===== src/rtl/cpu_control_pkg.sv =====
// ============================================================================
// cpu_control_pkg : shared opcodes, step encodings and instr field positions
// Rev 1.0 - initial release
// ============================================================================
`default_nettype none

package cpu_control_pkg;

    localparam logic [1:0] OP_MV  = 2'b00;
    localparam logic [1:0] OP_MVI = 2'b01;
    localparam logic [1:0] OP_ADD = 2'b10;
    localparam logic [1:0] OP_SUB = 2'b11;

    // instr = {opcode[5:4], rx[3:2], ry[1:0]}
    localparam int OPC_LSB = 4;
    localparam int RX_LSB  = 2;
    localparam int RY_LSB  = 0;

    typedef enum logic [1:0] {
        T0 = 2'd0,
        T1 = 2'd1,
        T2 = 2'd2,
        T3 = 2'd3
    } step_e;

    // add and sub share the upper opcode bit and take the 4-step ALU path
    function automatic logic is_alu(input logic [1:0] opc);
        return opc[1];
    endfunction

endpackage

`default_nettype wire


===== src/rtl/cpu_control_dec_2to4.sv =====
// ============================================================================
// dec_2to4 : binary select to one-hot decoder with enable (all zero when off)
// Rev 1.0 - initial release
// ============================================================================
`default_nettype none

module dec_2to4 #(
    parameter int SEL_W = 2
) (
    input  logic [SEL_W-1:0]      sel_i,
    input  logic                  en_i,
    output logic [2**SEL_W-1:0]   y_o
);

    always_comb begin
        y_o = '0;
        for (int i = 0; i < 2**SEL_W; i++) begin
            y_o[i] = en_i && (sel_i == i[SEL_W-1:0]);
        end
    end

endmodule

`default_nettype wire


===== src/rtl/cpu_control.sv =====
// ============================================================================
// cpu_control : multi-cycle sequencer for the 4-bit CPU (mv, mvi, add, sub)
// Rev 1.0 - initial release
// ============================================================================
`default_nettype none

module cpu_control
    import cpu_control_pkg::*;
#(
    parameter int OPC_W = 2,
    parameter int SEL_W = 2
) (
    input  logic                         clk,
    input  logic                         reset,
    input  logic                         run,
    input  logic [OPC_W+2*SEL_W-1:0]     instr,
    output logic                         ir_load,
    output logic [2**SEL_W-1:0]          r_in,
    output logic [2**SEL_W-1:0]          r_out,
    output logic                         a_in,
    output logic                         g_in,
    output logic                         g_out,
    output logic                         din_out,
    output logic                         add_sub,
    output logic                         done
);

    localparam int INSTR_W = OPC_W + 2*SEL_W;

    step_e                 state_q, state_d;
    logic [INSTR_W-1:0]    ir_q, ir_d;

    logic [OPC_W-1:0]      opc;
    logic [SEL_W-1:0]      rx, ry;
    logic                  rin_en;
    logic                  rout_en;
    logic [SEL_W-1:0]      rout_sel;
    logic                  ir_load_raw;

    assign opc = ir_q[OPC_LSB +: OPC_W];
    assign rx  = ir_q[RX_LSB  +: SEL_W];
    assign ry  = ir_q[RY_LSB  +: SEL_W];

    always_ff @(posedge clk or negedge reset) begin
        if (!reset) begin
            state_q <= T0;
            ir_q    <= '0;
        end else begin
            state_q <= state_d;
            ir_q    <= ir_d;
        end
    end

    always_comb begin
        state_d     = state_q;
        ir_d        = ir_q;
        ir_load_raw = 1'b0;
        rin_en      = 1'b0;
        rout_en     = 1'b0;
        rout_sel    = rx;
        a_in        = 1'b0;
        g_in        = 1'b0;
        g_out       = 1'b0;
        din_out     = 1'b0;
        add_sub     = 1'b0;
        done        = 1'b0;

        unique case (state_q)
            T0: begin
                ir_load_raw = run;
                if (run) begin
                    ir_d    = instr;
                    state_d = T1;
                end
            end
            T1: begin
                if (!is_alu(opc)) begin
                    rin_en  = 1'b1;
                    done    = 1'b1;
                    state_d = T0;
                    if (opc == OP_MV) begin
                        rout_en  = 1'b1;
                        rout_sel = ry;
                    end else begin
                        din_out = 1'b1;
                    end
                end else begin
                    rout_en  = 1'b1;
                    rout_sel = rx;
                    a_in     = 1'b1;
                    state_d  = T2;
                end
            end
            T2: begin
                rout_en  = 1'b1;
                rout_sel = ry;
                g_in     = 1'b1;
                add_sub  = opc[0];
                state_d  = T3;
            end
            T3: begin
                g_out   = 1'b1;
                rin_en  = 1'b1;
                done    = 1'b1;
                state_d = T0;
            end
        endcase
    end

    // Reset clears state asynchronously, but T0 would still pass run through
    assign ir_load = ir_load_raw & reset;

    dec_2to4 #(.SEL_W(SEL_W)) u_dec_rin (
        .sel_i (rx),
        .en_i  (rin_en),
        .y_o   (r_in)
    );

    dec_2to4 #(.SEL_W(SEL_W)) u_dec_rout (
        .sel_i (rout_sel),
        .en_i  (rout_en),
        .y_o   (r_out)
    );

endmodule

`default_nettype wire

===== config.mk =====
export PLATFORM = sky130hd
export DESIGN_NAME = cpu_control
export DESIGN_NICKNAME = d
export VERILOG_FILES = /design/src/rtl/cpu_control_pkg.sv /design/src/rtl/cpu_control_dec_2to4.sv /design/src/rtl/cpu_control.sv
export SDC_FILE = /design/constraint.sdc
export NUM_CORES = 1
export LEC_CHECK = 0
export CORE_MARGIN = 2
export CORE_UTILIZATION = 35
export DETAILED_ROUTE_END_ITERATION = 7
export GPL_TIMING_DRIVEN = 0
export PLACE_DENSITY = 0.79
export SLEW_MARGIN = 20
export SYNTH_ARGS = -nofsm -noshare
export SYNTH_HDL_FRONTEND = slang
export SYNTH_HIERARCHICAL = 1
export SYNTH_SLANG_ARGS = --single-unit
export TNS_END_PERCENT = 1

===== constraint.sdc =====
create_clock -name clk -period 2.4 [get_ports clk]
set_input_delay 0.48 -clock clk [delete_from_list [all_inputs] [get_ports clk]]
set_output_delay 0.48 -clock clk [all_outputs]
set_load 0.02 [all_outputs]

After elaboration in Yosys (flattened, before gate mapping)

Index checks and enable logic that the tools add are counted.

Equality and inequality tests: 10
Multiplexer cells: 20
Bitwise gates (word level): 1
Reductions and logical operators: 13

Operators with widths:

| operator                                            | number |
|---|---|
| equality test 2 bit, second input constant          | 6 |
| two-way mux 1 bit                                   | 12 |
| logical AND 1 bit                                   | 8 |
| logical NOT 2 bit                                   | 4 |
| two-way mux 2 bit                                   | 4 |
| one-hot mux 2 bit (4 select lines)                  | 1 |
| equality test 2 x 1 -> 1 bit, second input constant | 3 |
| one-hot mux 1 bit (2 select lines)                  | 2 |
| one-hot mux 2 bit (2 select lines)                  | 1 |
| != test 2 bit, second input constant                | 1 |
| AND reduction 2 bit                                 | 1 |
| AND 1 bit                                           | 1 |

Bits in registers: 8
Input bits: 9
Output and inout bits: 15
Word-level logic and storage cells: 46

Depth between registers and ports, before layout

Gate-level depths: netlist of run 1.

Depth in word-level cells: 6
Gate-level depth with buffers: 6
Gate-level depth less buffers: 6

Modules after synthesis

Netlist of run 1, hierarchy kept.

Modules (own cells, without submodules):

| module      | instances | cells an instance | area an instance (µm²) | sequential area each (µm²) |
|---|---|---|---|---|
| cpu_control | 1         | 42                | 470.5                  | 200.2 |
| dec_2to4    | 2         | 4                 | 37.5                   | 0.0 |

Worst setup path after synthesis of run 1

OpenSTA, ideal clock, no wires.

Kind: reg2out
Start: register state_q[0]
End: output port r_out[0]
Arrival time: 1588 ps
Path slack: 332 ps
Stages on the path, launching flop included: 7
Cell sequence: dfrtp_1 > inv_1 > ha_1 > inv_1 > o21ai_0 > a32o_1 > nor3b_2

Longest elaborated chain between the ends: 4
Elaborated cells between the ends (all ways): 6
Those cells by class: eq/ne (2); mux (2); reduce/logical (2)

Ends and longest elaborated chain:

| element                                                                    | line                       | source |
|---|---|---|
| start: declaration                                                         | cpu_control.sv:30          | `step_e state_q, state_d;` |
| start signal: assignment                                                   | cpu_control.sv:49          | `state_q <= state_d;` |
| equality test 2 bit / equality test 2 x 1 -> 1 bit (equally long branches) | cpu_control.sv:68          | `unique case (state_q)` |
| one-hot mux 2 bit (2 select lines) (*)                                     | cpu_control.sv:68          |  |
| named net rout_sel[1]                                                      | cpu_control.sv:37          | `logic [SEL_W-1:0] rout_sel;` |
| logical NOT 2 bit (*)                                                      | cpu_control_dec_2to4.sv:18 | `y_o[i] = en_i && (sel_i == i[SEL_W-1:0]);` |
| logical AND 1 bit (*)                                                      | cpu_control_dec_2to4.sv:18 |  |
| end: declaration                                                           | cpu_control.sv:19          | `output logic [2**SEL_W-1:0] r_out,` |

Mark *: on every way through the listed nets, which the timed path passes. The rest lies on a longest branch.

==> results of run 1 <==
-- synth_stat cells, drive strengths merged --
cell type / number
a32o: 2
mux2: 7
dfrtp: 8
nor2: 3
inv: 4
and2b: 1
nor3b: 2
and3: 3
and2: 1
and3b: 4
a21boi: 1
nand2b: 2
a21oi: 1
nand2: 2
nor3: 1
o21ai: 3
ha: 5
-- worst max-delay path by stage --
stage	from	to	slack, ps	cells past startpoint
after floorplan	state_q[0]	r_out[0]	330	6
after global placement	flop	r_out[3]	-150	7
after detailed placement	flop	r_out[3]	-180	7
after CTS	flop	r_out[3]	-90	7
after global routing	flop	r_out[2]	-20	7
final	flop	r_out[1]	130	7
-- critical path, stage by stage, from the launching register on --
cell and delay (ps):
dfrtp_1 400, inv_1 110, ha_2 230, nand2b_4 60, o21ai_1 160, a32o_2 240
and3b_1 180, buf_4 150
-- cells in the final DEF (no fill, tap or decap), types with 2 or more instances in the layout --
cell type and n:
clkdlybuf4s50_1 13, dfrtp_1 8, mux2_2 7, dlygate4sd2_1 5, ha_1 4, and3b_1 4
inv_1 3, and3_2 3, nor2_1 3, clkbuf_4 3, o21ai_0 2, nand2_1 2
a32o_2 2, buf_2 2, nor3b_2 2
-- power groups by stage --
stage	clock, mW	combinational, mW	sequential, mW
final	0.100	0.671	0.269
after floorplan	0	0.470	0.251
after global routing	0.113	0.740	0.284
after global placement	0	0.690	0.266
after CTS	0.106	0.675	0.268
after detailed placement	0	0.703	0.270
-- per-layer routing --
metal	vias to the layer above	routed length [um]	GRT usage (%)
li1	232	-	-
met1	209	439	15.8
met2	15	499	22.1
met3	2	65	2.50
met4	0	14	9.09
met5	-	0	0
-- through the flow --
stage	util [%]	hold slack, ps	setup slack (ps)
after floorplan	-	184	332
after CTS	53.6	243	-93.8
after global placement	53.4	491	-153
after detailed placement	53.4	504	-178
after global routing	53.9	256	-24.4
final	53.9	237	130
-- area by class of cell --
class / instances / area, um2
Fill cell: 130 / 687
Sequential cell: 8 / 200
Clock buffer: 3 / 22.5
Timing Repair Buffer: 23 / 209
Tap cell: 16 / 20.0
Multi-Input combinational cell: 38 / 335
Inverter: 4 / 15.0
-- cells by family after synthesis --
| family | count (synthesis) | synth area share (%) |
|---|---|---|
| and+or+nand+nor | 19 | 25.9 |
| DFF | 8 | 36.7 |
| AOI/OAI and AO/OA | 7 | 8.71 |
| muxes | 7 | 14.5 |
| adders and majority gates | 5 | 11.5 |
| buffers and inverters | 4 | 2.75 |
-- timing repair --
action	in CTS	in global routing
endpoints found under the hold margin	0	0
endpoints found under the setup margin	9	5
gates cloned	0	0
gates resized for setup	21	7
==> impl_metrics.csv, run 1 <==
group,metric,value,unit
status,status,"complete, no violations",
pwr,finalPower,1.04,mW
clock_tree,htree_levels,1,
clock_tree,postCtsHoldBufs,0,
sta,setup_violations,0,
logic_synthesis,ys_seq_area_share,36.7,%
global_routing,grt_pass1_wl,1870,um
logic_synthesis,yosys.area.top_type,"dfrtp_1",
global_routing,grt.overflow.total,0,
clock_tree,cts_buffers,3,
floorplanning,coreArea,1490,um2
min_path,min_path_type,"input pin to async pin",
sta,finalMaxSlewViolations,0,
place,dp_cells,89,
critical_path,reg2reg_depth,5,
global_routing,track_usage,13.4,%
pwr,power_density,1300,nW/um2
finish,final_area,802,um2
sta,fin_setup_tns,0,ps
routing,final_antenna_net_count,0,
routing,drtIter0Drc,0,
floorplanning,initial_utilization,36.6,%
critical_path,setup.worst_path.start_class,"flop",
critical_path,crit_type,"flop to primary output",
logic_synthesis,syn-mean-instance-area,10.9,um2
global_routing,antenna_found_initial,0,
place,portBuffers,23,
sta,worst_slew_pin_slew,358,ps
sta,finalCritPeriodShare,94.6,%
sta,fin_crit,2270,ps
routing,post_drt_wl_per_cell,11.1,um
pwr,combPwrFrac,64.5,%
clock_tree,cts.clk_slew.worst_paths,50,ps
routing,drc,0,
pwr,p_int,593,uW
critical_path,r2r_setup_slack,960,ps
sta,fin_skew,2.58,ps
pwr,vdd_ir_drop_max,0.000560,V
place,place.gp.congestion,0.734,
logic_synthesis,syn_area,546,um2
sta,slew_headroom,76.1,%
sta,hold_violations,0,
place,place_hpwl,881,um
finish,antennaDiodeCount,0,
finish,drive_gt1_share,32.9,%
pwr,sequentialPowerShare,25.9,%
routing,routed_via_density,4.98,
floorplanning,die_w,43.5,um
routing,dr_total_vias,458,
clock_tree,cts_setup_buffers,0,
clock_tree,clk_path_buf_depth,2,
pwr,p_sw,447,uW
clock_tree,root_buffer,"clkbuf_4",
floorplanning,row_count,14,
critical_path,arrival,1790,ps
floorplanning,num_io_pins,24,
job,drv_cap,0,
logic_synthesis,synth_cells,50,
logic_synthesis,yosys-top-cells-area,"dfrtp_1, mux2_2, ha_1",
sta,rsz0062_at_grt,"yes",
logic_synthesis,synth_warnings,6,
pwr,clockPowerShare,9.7,%
clock_tree,worstSkewPairLatency,250,ps
routing,wirelength,1020,um
logic_synthesis,synth_top_area_share,36.7,%
global_routing,grt_start_max_net_pins,10,
finish,fin_cells,92,
logic_synthesis,ys_types,18,
floorplanning,die_y,43.5,um
finish,fin_nets,92,
floorplanning,die_area,1890,um2
critical_path,cp_max_fo,4,
sta,fmax,441,MHz
pwr,p_leak,0.416,nW
clock_tree,cts_sinks,8,
place,dpl_cell_area,796,um2
pwr,switching_share,43.0,%
global_routing,first_global_vias,468,
logic_synthesis,synth_nets,64,
routing,dr.pass1.iters,1,
logic_synthesis,synth_seq_cells,8,
critical_path,cp-end-kind,"primary output",
critical_path,worst_ep_required_time,1920,ps
clock_tree,cts_tree,"built",
finish,area_growth,47.0,%
(Power assumes the default switching activity.)
==> inputs of run 2 (changes only) <==
--- a/config.mk
+++ b/config.mk
@@ -6,10 +6,10 @@
 export NUM_CORES = 1
 export LEC_CHECK = 0
 export CORE_MARGIN = 2
-export CORE_UTILIZATION = 35
+export CORE_UTILIZATION = 40
 export DETAILED_ROUTE_END_ITERATION = 7
 export GPL_TIMING_DRIVEN = 0
-export PLACE_DENSITY = 0.79
+export PLACE_DENSITY = 0.87
 export SLEW_MARGIN = 20
 export SYNTH_ARGS = -nofsm -noshare
 export SYNTH_HDL_FRONTEND = slang
==> run 2 against run 1 <==
Register-to-register slack about the same. Setup slack worse by 10 ps. Critical path type unchanged. Final area up 4.4%.
==> impl_metrics.csv, run 2 (synthesis gave the netlist of run 1 again) <==
group,metric,value,unit
floorplanning,row_count,13,
critical_path,cp-end-kind,"primary output",
critical_path,crit_slowest_cell,"dfrtp_1",
routing,dr.pass1.iters,2,
clock_tree,cts_tree,"built",
sta,fmax,439,MHz
place,preCtsSetupSlack,-243,ps
clock_tree,worstSkewPairLatency,240,ps
global_routing,antenna_found_initial,0,
routing,post_drt_wl_per_cell,13.5,um
critical_path,worst_ep_required_time,1920,ps
sta,setup_slack,120,ps
sta,finalMaxSlewViolations,0,
critical_path,path_cells,"inv_2, ha_1, inv_1, o21ai_2, a32o_2, and3b_1, clkbuf_2",
floorplanning,initial_utilization,42.5,%
place,place.gp.congestion,0.737,
global_routing,first_global_vias,415,
critical_path,reg2reg_depth,5,
finish,final_common_cell,"clkdlybuf4s50_1",
finish,final_area,837,um2
sta,fin_setup_tns,0,ps
critical_path,crit_type,"flop to primary output",
critical_path,cp_max_fo,5,
clock_tree,clk_path_buf_depth,2,
global_routing,grt_pass1_wl,1750,um
critical_path,cpPeakStageDelay,360,ps
floorplanning,num_io_pins,24,
sta,rsz0062_at_grt,"no",
global_routing,use_met2,28.5,%
critical_path,arrival,1800,ps
floorplanning,die_y,40.9,um
critical_path,worstPathBufferInverterCount,3,
global_routing,grt_start_max_net_pins,10,
sta,fin_skew,0.0998,ps
pwr,p_leak,0.417,nW
routing,routed_via_density,5.10,
finish,area_growth,53.4,%
finish,multi_input_area,362,um2
sta,worst_slew_pin_slew,380,ps
critical_path,crit_family,"flip-flops",
sta,setup_violations,0,
min_path,min_path_type,"input pin to async pin",
status,status,"complete, no violations",
routing,final_antenna_net_count,0,
sta,slew_headroom,74.7,%
routing,drc,0,
clock_tree,cts_sinks,8,
routing,dr_total_vias,474,
sta,hold_violations,0,
clock_tree,cts.clk_slew.worst_paths,50,ps
floorplanning,die_area,1680,um2
finish,fillCellCount,121,
finish,fin_nets,94,
sta,fin_crit,2280,ps
clock_tree,root_buffer,"clkbuf_4",
finish,fin_util,65.1,%
finish,drive_gt1_share,38.5,%
global_routing,use_met3,1.63,%
critical_path,r2r_setup_slack,970,ps
sta,hold_slack,254,ps
routing,drtIter0Drc,2,
place,dpl_cell_area,795,um2
pwr,vdd_ir_drop_max,0.000631,V
clock_tree,cts_buffers,3,
critical_path,setup.worst_path.start_class,"flop",
finish,seqCellArea,200,um2
clock_tree,htree_levels,1,
floorplanning,die_w,40.9,um
floorplanning,coreArea,1280,um2
global_routing,grtUsageMet1,19.0,%
finish,layout_common_cells,"clkdlybuf4s50_1, dfrtp_1, mux2_2",
place,portBuffers,23,
job,drv_cap,0,
pwr,power_density,1360,nW/um2
routing,wirelength,1250,um
global_routing,grt.overflow.total,0,
sta,finalCritPeriodShare,95.0,%
finish,antennaDiodeCount,0,
global_routing,grt-busiest-layer,"met2",
global_routing,track_usage,16.0,%
place,place_hpwl,926,um
==> run 2: power breakdown <==
part | switching [mW] | internal [mW]
Clock | 0.0409 | 0.0569
Combinational | 0.384 | 0.382
Sequential | 0.0696 | 0.203
Total | 0.495 | 0.641
==> run 2: metrics by stage <==
stage               power [mW]  cells
floorplan                0.721     50
global placement         0.950     88
detailed placement       0.984     88
CTS                       1.06     91
global route              1.23     93
finish                    1.14     93
==> run 2: repair_timing <==
item,4_1_cts,5_1_grt
resized for setup,22,8
buffers inserted,0,2
endpoints found under the setup margin,9,4
hold buffers,0,0
pin swaps,0,2
==> run 2: cell type report <==
cell class                      count  share of cell area, %
Inverter                            4                   1.79
Tap cell                           15                   2.24
Sequential cell                     8                   23.9
Timing Repair Buffer               25                   26.2
Clock buffer                        3                   2.69
Multi-Input combinational cell     38                   43.2
==> run 2: worst max path at each step <==
stage / slack (ps) / cells after the start / startpoint / end
after floorplan: 330 / 6 / state_q[0] / r_out[0]
after global placement: -140 / 7 / flop / r_out[3]
after detailed placement: -240 / 7 / flop / r_out[3]
after CTS: -80 / 7 / state_q[0] / r_out[1]
after global routing: 4 / 7 / state_q[0] / r_out[1]
final: 120 / 7 / state_q[0] / r_out[1]
==> run 2: routing by layer <==
metal	wire, um	part of all wire (%)	up-vias
li1	-	-	237
met1	513	41	219
met2	661	53	16
met3	70	5.6	2
met4	7	0.56	0
met5	0	0	-
==> inputs of run 3 (changes only) <==
--- a/config.mk
+++ b/config.mk
@@ -7,6 +7,7 @@
 export LEC_CHECK = 0
 export CORE_MARGIN = 2
 export CORE_UTILIZATION = 40
+export CTS_CLUSTER_SIZE = 25
 export DETAILED_ROUTE_END_ITERATION = 7
 export GPL_TIMING_DRIVEN = 0
 export PLACE_DENSITY = 0.87
==> results of run 3 <==
Final layout, timing and power as in run 2 (identical DEF).
